--- src/rtl/name_entry.sv ---
// Team-name entry controller for the welcome menu: edits a fixed-length name one
// character at a time with the direction buttons and confirms it with chop.
//
// state   | meaning
// IDLE    | menu inactive, name and cursor retained
// ARM     | waiting for all buttons released before editing
// EDIT    | accepting one button press
// HOLD    | press in progress, up/down auto-repeat
// CONFIRM | chop pressed, waiting for its release
// DONE    | name confirmed, waiting for enable to drop
module name_entry #(
   parameter int          NUM_CHARS     = 3,
   parameter logic [7:0]  CHAR_LO       = 8'h41,
   parameter logic [7:0]  CHAR_HI       = 8'h5A,
   parameter int          REPEAT_DELAY  = 25_000_000,
   parameter int          REPEAT_PERIOD = 5_000_000,
   localparam int         CUR_W         = (NUM_CHARS > 1) ? $clog2(NUM_CHARS) : 1
) (
   input  logic                      clock,
   input  logic                      reset,
   input  logic                      enable,
   input  logic                      left,
   input  logic                      right,
   input  logic                      up,
   input  logic                      down,
   input  logic                      chop,
   output logic [NUM_CHARS-1:0][7:0] name,
   output logic [CUR_W-1:0]          cursor,
   output logic                      editing,
   output logic                      done
);

   localparam int CNT_MAX = (REPEAT_DELAY > REPEAT_PERIOD) ? REPEAT_DELAY : REPEAT_PERIOD;
   localparam int CNT_W   = $clog2(CNT_MAX + 1);
   localparam logic [CNT_W-1:0] DELAY_TC  = CNT_W'(REPEAT_DELAY - 1);
   localparam logic [CNT_W-1:0] PERIOD_TC = CNT_W'(REPEAT_PERIOD - 1);
   localparam logic [CUR_W-1:0] LAST_POS  = CUR_W'(NUM_CHARS - 1);

   typedef enum logic [2:0] {
      IDLE    = 3'd0,
      ARM     = 3'd1,
      EDIT    = 3'd2,
      HOLD    = 3'd3,
      CONFIRM = 3'd4,
      DONE    = 3'd5
   } state_t;

   typedef enum logic [1:0] {
      REP_NONE = 2'd0,
      REP_UP   = 2'd1,
      REP_DN   = 2'd2
   } rep_t;

   state_t           state;
   rep_t             hold_btn;
   logic             rep_late;
   logic [CNT_W-1:0] rep_cnt;

   logic             any;
   logic [CUR_W-1:0] sel_idx;
   logic [7:0]       sel_char;
   logic             rep_hi;
   logic [CNT_W-1:0] rep_tc;

   // Out-of-range codes snap to the end the player is moving toward.
   function automatic logic [7:0] char_dec(input logic [7:0] c);
      if (c <= CHAR_LO || c > CHAR_HI) return CHAR_HI;
      return c - 8'd1;
   endfunction

   function automatic logic [7:0] char_inc(input logic [7:0] c);
      if (c >= CHAR_HI || c < CHAR_LO) return CHAR_LO;
      return c + 8'd1;
   endfunction

   assign any      = left | right | up | down | chop;
   assign sel_idx  = LAST_POS - cursor;
   assign sel_char = name[sel_idx];
   assign rep_hi   = (hold_btn == REP_UP && up) || (hold_btn == REP_DN && down);
   assign rep_tc   = rep_late ? PERIOD_TC : DELAY_TC;

   always_ff @(posedge clock) begin
      if (reset) begin
         state    <= IDLE;
         name     <= {NUM_CHARS{CHAR_LO}};
         cursor   <= '0;
         editing  <= 1'b0;
         done     <= 1'b0;
         hold_btn <= REP_NONE;
         rep_late <= 1'b0;
         rep_cnt  <= '0;
      end else begin
         done <= 1'b0;
         if (state != IDLE && !enable) begin
            state    <= IDLE;
            editing  <= 1'b0;
            hold_btn <= REP_NONE;
         end else begin
            case (state)
               IDLE: begin
                  if (enable) begin
                     state  <= ARM;
                     cursor <= '0;
                  end
               end
               ARM: begin
                  if (!any) begin
                     state   <= EDIT;
                     editing <= 1'b1;
                  end
               end
               EDIT: begin
                  if (any) begin
                     rep_cnt  <= '0;
                     rep_late <= 1'b0;
                     hold_btn <= REP_NONE;
                     if (chop) begin
                        state   <= CONFIRM;
                        editing <= 1'b0;
                     end else begin
                        state <= HOLD;
                        if (up) begin
                           name[sel_idx] <= char_dec(sel_char);
                           hold_btn      <= REP_UP;
                        end else if (down) begin
                           name[sel_idx] <= char_inc(sel_char);
                           hold_btn      <= REP_DN;
                        end else if (right) begin
                           if (cursor != LAST_POS) cursor <= cursor + 1'b1;
                        end else if (cursor != '0) begin
                           cursor <= cursor - 1'b1;
                        end
                     end
                  end
               end
               HOLD: begin
                  if (!any) begin
                     state    <= EDIT;
                     hold_btn <= REP_NONE;
                  end else if (rep_hi) begin
                     if (rep_cnt == rep_tc) begin
                        name[sel_idx] <= (hold_btn == REP_UP) ? char_dec(sel_char)
                                                              : char_inc(sel_char);
                        rep_cnt  <= '0;
                        rep_late <= 1'b1;
                     end else begin
                        rep_cnt <= rep_cnt + 1'b1;
                     end
                  end else begin
                     // Originating button let go while another is held: no more repeats.
                     hold_btn <= REP_NONE;
                  end
               end
               CONFIRM: begin
                  if (!chop) begin
                     done  <= 1'b1;
                     state <= DONE;
                  end
               end
               DONE: ;
               default: begin
                  state   <= IDLE;
                  editing <= 1'b0;
               end
            endcase
         end
      end
   end

endmodule

--- config.mk ---
export PLATFORM = sky130hd
export DESIGN_NAME = name_entry
export DESIGN_NICKNAME = d
export VERILOG_FILES = /design/src/rtl/name_entry.sv
export SDC_FILE = /design/constraint.sdc
export NUM_CORES = 1
export LEC_CHECK = 0
export ABC_CLOCK_PERIOD_IN_PS = 3950
export CORE_MARGIN = 1
export CORE_UTILIZATION = 40
export CTS_BUF_LIST = sky130_fd_sc_hd__clkbuf_2 sky130_fd_sc_hd__clkbuf_4 sky130_fd_sc_hd__clkbuf_8
export CTS_CLUSTER_SIZE = 16
export DETAILED_ROUTE_END_ITERATION = 10
export PLACE_DENSITY = 0.6
export SLEW_MARGIN = 20
export SYNTH_ARGS = -nofsm -noshare
export SYNTH_HDL_FRONTEND = slang
export SYNTH_SLANG_ARGS = --single-unit
--- constraint.sdc ---
create_clock -name clock -period 3.95 [get_ports clock]
set_clock_uncertainty 0.05 [all_clocks]
set_input_delay 0.79 -clock clock [delete_from_list [all_inputs] [get_ports clock]]
set_output_delay 0.79 -clock clock [all_outputs]
set_load 0.01 [all_outputs]
==> Word-level counts from Yosys, hierarchy flattened <==
Index checks and enable logic that the tools add are counted.
{ "op_classes": {"addsub": 6, "magnitude_cmp": 6, "n_eq_ne": 25, "muxes": 112, "bitwise": 8, "reduce_logical": 24} }
{ "ops": {"columns": ["cell", "count"], "rows": [
  ["8-bit 2-to-1 mux", 34],
  ["24-bit 2-to-1 mux", 7],
  ["25-bit 2-to-1 mux", 5],
  ["24-bit bitwise mux", 3],
  ["25-bit case mux with 2 select lines", 1],
  ["24-bit case mux with 2 select lines", 1],
  ["1-bit 2-to-1 mux", 35],
  ["2-bit 2-to-1 mux", 14],
  ["2-bit inequality test (second input constant)", 13],
  ["25-bit by 1-bit adder with 25-bit output (second input constant)", 1],
  ["25-bit equality test", 1],
  ["8-bit binary-select mux with 2-bit select", 1],
  ["8-bit demux with 2-bit select", 1],
  ["3-bit 2-to-1 mux", 5],
  ["3-bit case mux with 5 select lines", 1],
  ["3-bit inequality test (second input constant)", 4],
  ["5-bit AND reduction", 2],
  ["9-bit AND reduction", 1],
  ["8-bit by 1-bit adder with 8-bit output (second input constant)", 1],
  ["8-bit by 7-bit >= comparator with 1-bit output (second input constant)", 1],
  ["8-bit by 7-bit > comparator with 1-bit output (second input constant)", 1],
  ["8-bit by 7-bit less-or-equal comparator with 1-bit output (second input constant)", 1],
  ["8-bit by 7-bit less-than comparator with 1-bit output (second input constant)", 1],
  ["2-bit case mux with 2 select lines", 2],
  ["28 further kinds", 44]
]} }
{ "totals": {"ff_bits": 59, "in_bits": 8, "out_inout_bits": 28, "word_cells": 191} }

==> Logic depth before layout (Yosys ltp) <==
{ "depth": {"ltp_word": 27, "mapped_depth": 16, "ltp_nobuf": 12} }

==> Least setup slack after synthesis <==
No wires, ideal clock.
{ "synth_path": {"path_type": "reg-to-reg", "start": "register cursor[0]", "end": "register name[12] in the netlist's numbering", "arrival_ps": 3465, "required_time_ps": 3771, "setup_slack_ps": 306, "stages_incl_launch_ff": 17, "path_buffers": 4, "path_cell_list": "dfxtp_1 buf_2 buf_2 inv_1 ha_1 buf_2 buf_2 and2_1 o2bb2ai_1 inv_1 ha_1 and2_1 a221oi_1 o41ai_1 or3_1 o211ai_1 o22ai_1"} }
{ "synth_between": {"elab_chain_cells": 27, "elab_cells_between_ends": 84, "cone_classes": "add/sub: 3; order compare: 6; mux: 72; reduce/logical: 3"} }
{ "synth_rtl": {"columns": ["element", "line_no", "rtl"], "rows": [
  ["start: declaration", "28", "output logic [CUR_W-1:0] cursor,"],
  ["start signal: assignment", "129", "if (cursor != LAST_POS) cursor <= cursor + 1'b1;"],
  ["start signal: assignment", "131", "cursor <= cursor - 1'b1;"],
  ["2-bit subtractor *", "77", "assign sel_idx = LAST_POS - cursor;"],
  ["8-bit binary-select mux with 2-bit select", "78", "assign sel_char = name[sel_idx];"],
  ["8-bit 2-to-1 mux (implied by the code)", "78", null],
  ["8-bit by 7-bit >= comparator with 1-bit output / 8-bit by 7-bit less-than comparator with 1-bit output (equally long branches)", "72", "if (c >= CHAR_HI || c < CHAR_LO) return CHAR_LO;"],
  ["1-bit logical OR", "72", null],
  ["1-bit 2-to-1 mux", "72", null],
  ["1-bit 2-to-1 mux", "125", "end else if (down) begin"],
  ["1-bit 2-to-1 mux", "122", "if (up) begin"],
  ["[11 not listed]", null, null],
  ["8-bit 2-to-1 mux", "94", "if (state != IDLE && !enable) begin"],
  ["8-bit 2-to-1 mux", "83", "if (reset) begin"],
  ["24-bit bitwise mux", "126", "name[sel_idx] <= char_inc(sel_char);"],
  ["24-bit 2-to-1 mux", "125", null],
  ["24-bit 2-to-1 mux", "122", null],
  ["24-bit 2-to-1 mux", "117", "if (chop) begin"],
  ["24-bit 2-to-1 mux", "113", "if (any) begin"],
  ["24-bit case mux with 2 select lines *", "99", "case (state)"],
  ["end signal: indexed assignment", "123", "name[sel_idx] <= char_dec(sel_char);"],
  ["end signal: indexed assignment", "126", null],
  ["end signal: indexed assignment", "142", "name[sel_idx] <= (hold_btn == REP_UP) ? char_dec(sel_char)"],
  ["end: declaration", "27", "output logic [NUM_CHARS-1:0][7:0] name,"]
]} }
Every way passes the cells marked *; elsewhere a longest branch is shown, timed or not. The select of a mux whose other input is x is not followed.
A chain may end at the register's enable or synchronous reset.

==> Worst setup path in the final report <==
{ "layout_path": {"start": "register cursor[1]", "end": "register name[18] in the netlist's numbering"} }
The elaborated chain is that of the path after synthesis.

==> impl_metrics.py <==
metrics = {
    "run_status": {
        "status": "finished, final reports clean",
    },
    "die": {
        "die_h_um": 92.8,
        "fp.coreArea_um2": 7850,
        "die_width_um": 92.8,
        "initial_core_util": 0.420,
        "rows": 32,
        "die_area_um2": 8610,
        "ios": 36,
    },
    "final_layout": {
        "drive_above_1_share": 0.0815,
        "areaGrowthSynthToFinish_pct": 19.3,
        "finish.net_count": 429,
        "antenna_cells": 0,
        "post-route-util": 0.502,
        "final_cell_mix": "dfxtp_1, nor2_1, clkdlybuf4s50_1",
        "final_common_cell": "dfxtp_1",
    },
    "setup_path": {
        "reg2reg_depth": 11,
        "rrSetupSlack_ns": 0.46,
        "crit_fanout": 9,
        "crit_path_frequent_cell": "ha_1",
        "worstSetupPathType": "reg -> reg",
        "slowest_stage": "o41ai_1",
        "slowest_delay_ns": 0.57,
        "cp-start-kind": "register",
        "required_ns": 4.10,
        "crit_arrival_ns": 3.63,
        "worstPathCellList": "inv_1 -> ha_1 -> mux2i_1 -> o2bb2ai_1 -> ha_1 -> nor2b_1 -> a221oi_1 -> o41ai_1 -> nor3_1 -> a32oi_1 -> a21oi_1",
        "end_kind": "register",
    },
    "power_and_ir_drop": {
        "p_leak_uw": 0.00139,
        "seqPwrFrac": 0.470,
        "p_switching_uw": 297,
        "power_switching_share": 0.233,
        "internal-power_uw": 978,
        "ir_drop_mv": 0.153,
        "powerDensity_nw_per_um2": 324,
        "p_comb_frac": 0.041,
        "pwr-share-clk": 0.489,
    },
    "yosys": {
        "synth_ff_type": "dfxtp_1",
        "avgSynthCellArea_um2": 8.73,
        "yosysUniqueCellTypes": 67,
        "netlist_instances": 378,
        "synth-edff-count": 0,
        "synthTopCellsByArea": "dfxtp_1, nor2_1, xor2_1, nand2_1, xnor2_1",
        "synth_top_area_frac": 0.358,
        "synth_top_area_cell": "dfxtp_1",
        "ys_seq_area_frac": 0.358,
        "syn_area_um2": 3300,
        "yosys_warnings": 0,
        "async_flop_share": 0,
        "syn-num-nets": 395,
        "synth_seq_cells": 59,
    },
    "global_routing": {
        "grt_max_degree": 26,
        "grt_pass1_wl_um": 13800,
        "grt_overflow": 0,
        "grt_usage": 0.207,
        "antenna_found_initial": 0,
        "grt_pass1_vias": 2843,
    },
    "clock_tree": {
        "cts.htree.levels": 3,
        "path_clk_slew_ns": 0.07,
        "cts_tree": "done",
        "cts-resized-gates": 0,
        "cts_sinks": 59,
        "ctsHoldBuffers": 0,
        "clock_latency_ns": 0.35,
        "ctsLongestPathBuffers": 2,
        "post_cts_buffers": 0,
        "numCtsBuffers": 9,
        "cts_root_buffer": "clkbuf_8",
    },
    "route": {
        "final_antenna_net_count": 0,
        "routed_wl_um": 8320,
        "viasPerCell": 5.68,
        "wl_per_cell_um": 16.0,
        "num_vias": 2947,
        "drcViolationCount": 0,
        "drt_iter0_drc": 93,
        "drtPass1Iterations": 4,
    },
    "min_path": {
        "min_path_type": "reg -> reg",
        "hold_path_depth": 2,
    },
    "sta": {
        "fin_setup_tns_ns": 0,
        "period_minus_slack_ns": 3.49,
        "max_freq_mhz": 287,
        "fin_crit_sh": 0.883,
        "rsz0062_at_grt": "no",
        "setup_viol": 0,
        "worst_slew_pin_slew_ns": 0.869,
        "hold_viol_final": 0,
        "final_max_slew_viol_count": 0,
        "slew-limit-headroom": 0.421,
    },
    "run": {
        "cap_violations": 0,
    },
    "place": {
        "place_congestion": 0.862,
        "hpwl_um": 5940,
        "port_buffers": 35,
    },
}
cells in the mapped netlist (6+ instances only):
cell / number
o22ai_1: 6
nand2_1: 34
clkbuf_1: 7
dfxtp_1: 59
o211ai_1: 6
buf_2: 6
nor3_1: 12
nor2_1: 40
and3_1: 8
mux2i_1: 10
ha_1: 9
xor2_1: 16
xnor2_1: 13
nand3_1: 12
inv_1: 10
a21oi_1: 13
nand4_1: 13
o21ai_0: 7
metrics by stage:
step           std cells  cell area [um^2]  setup WS [ns]  hold WS, ns  total power [uW]
2_1_floorplan        378              3300          0.306        0.412               646
3_3_place_gp         503              3720          0.510        0.426               665
3_5_place_dp         503              3720          0.510        0.425               665
4_1_cts              519              3940          0.523        0.439              1290
5_1_grt              519              3940          0.304        0.467              1330
6_report             519              3940          0.464        0.433              1280
power by group through the flow:
stage	registers (uW)	logic (uW)	clock network, uW
global route	600	57.3	669
floorplan	610	36.2	0
global placement	613	51.8	0
CTS	599	52.4	640
detailed placement	613	52.1	0
finish	600	52.6	623
area by class of cell:
type                            instances  area [um^2]
Clock buffer                           10          131
Clock inverter                          6         88.8
Fill cell                             770         3910
Inverter                               10         37.5
Multi-Input combinational cell        293         1990
Sequential cell                        59         1180
Tap cell                              102          128
Timing Repair Buffer                   39          380
kinds of logic (layout without fill, tap and decap cells):
kind of cell / count (synthesis) / in the layout / share of synthesized area
mux: 13 / 13 / 0.0406
fa+ha+maj: 9 / 9 / 0.0341
buf+inv: 26 / 65 / 0.0387
xor+xnor: 29 / 29 / 0.0770
compound gates: 72 / 72 / 0.167
simple gates: 170 / 170 / 0.284
flops: 59 / 59 / 0.358
worst max-delay path, delay by kind of cell, from the launching register on:
kind,cells,cell delay [ns]
DFF,1,0.38
adders and majority gates,2,0.78
AOI/OAI and AO/OA,5,1.60
buffers and inverters,1,0.11
and+or+nand+nor,2,0.29
muxes,1,0.13
path summary, 6_finish.rpt:
path                            endpoint       from
worst max-delay path            name[18]  cursor[1]
worst min-delay path             name[4]    name[4]
worst max register to register  name[18]  cursor[1]
worst min register to register   name[4]    name[4]
sequential cells by signal (all words and copies together), names as in the netlist:
name	count
rep_late	1
state	3
rep_cnt	25
done	1
hold_btn	2
cursor	2
name	24
editing	1
per-layer routing:
layer	part of all wire	vias to the layer above	GRT usage
li1	-	1456	-
met1	0.51	1379	0.282
met2	0.41	89	0.296
met3	0.056	23	0.0583
met4	0.027	0	0.101
met5	0	-	0
Power figures use the tool's default switching activity.
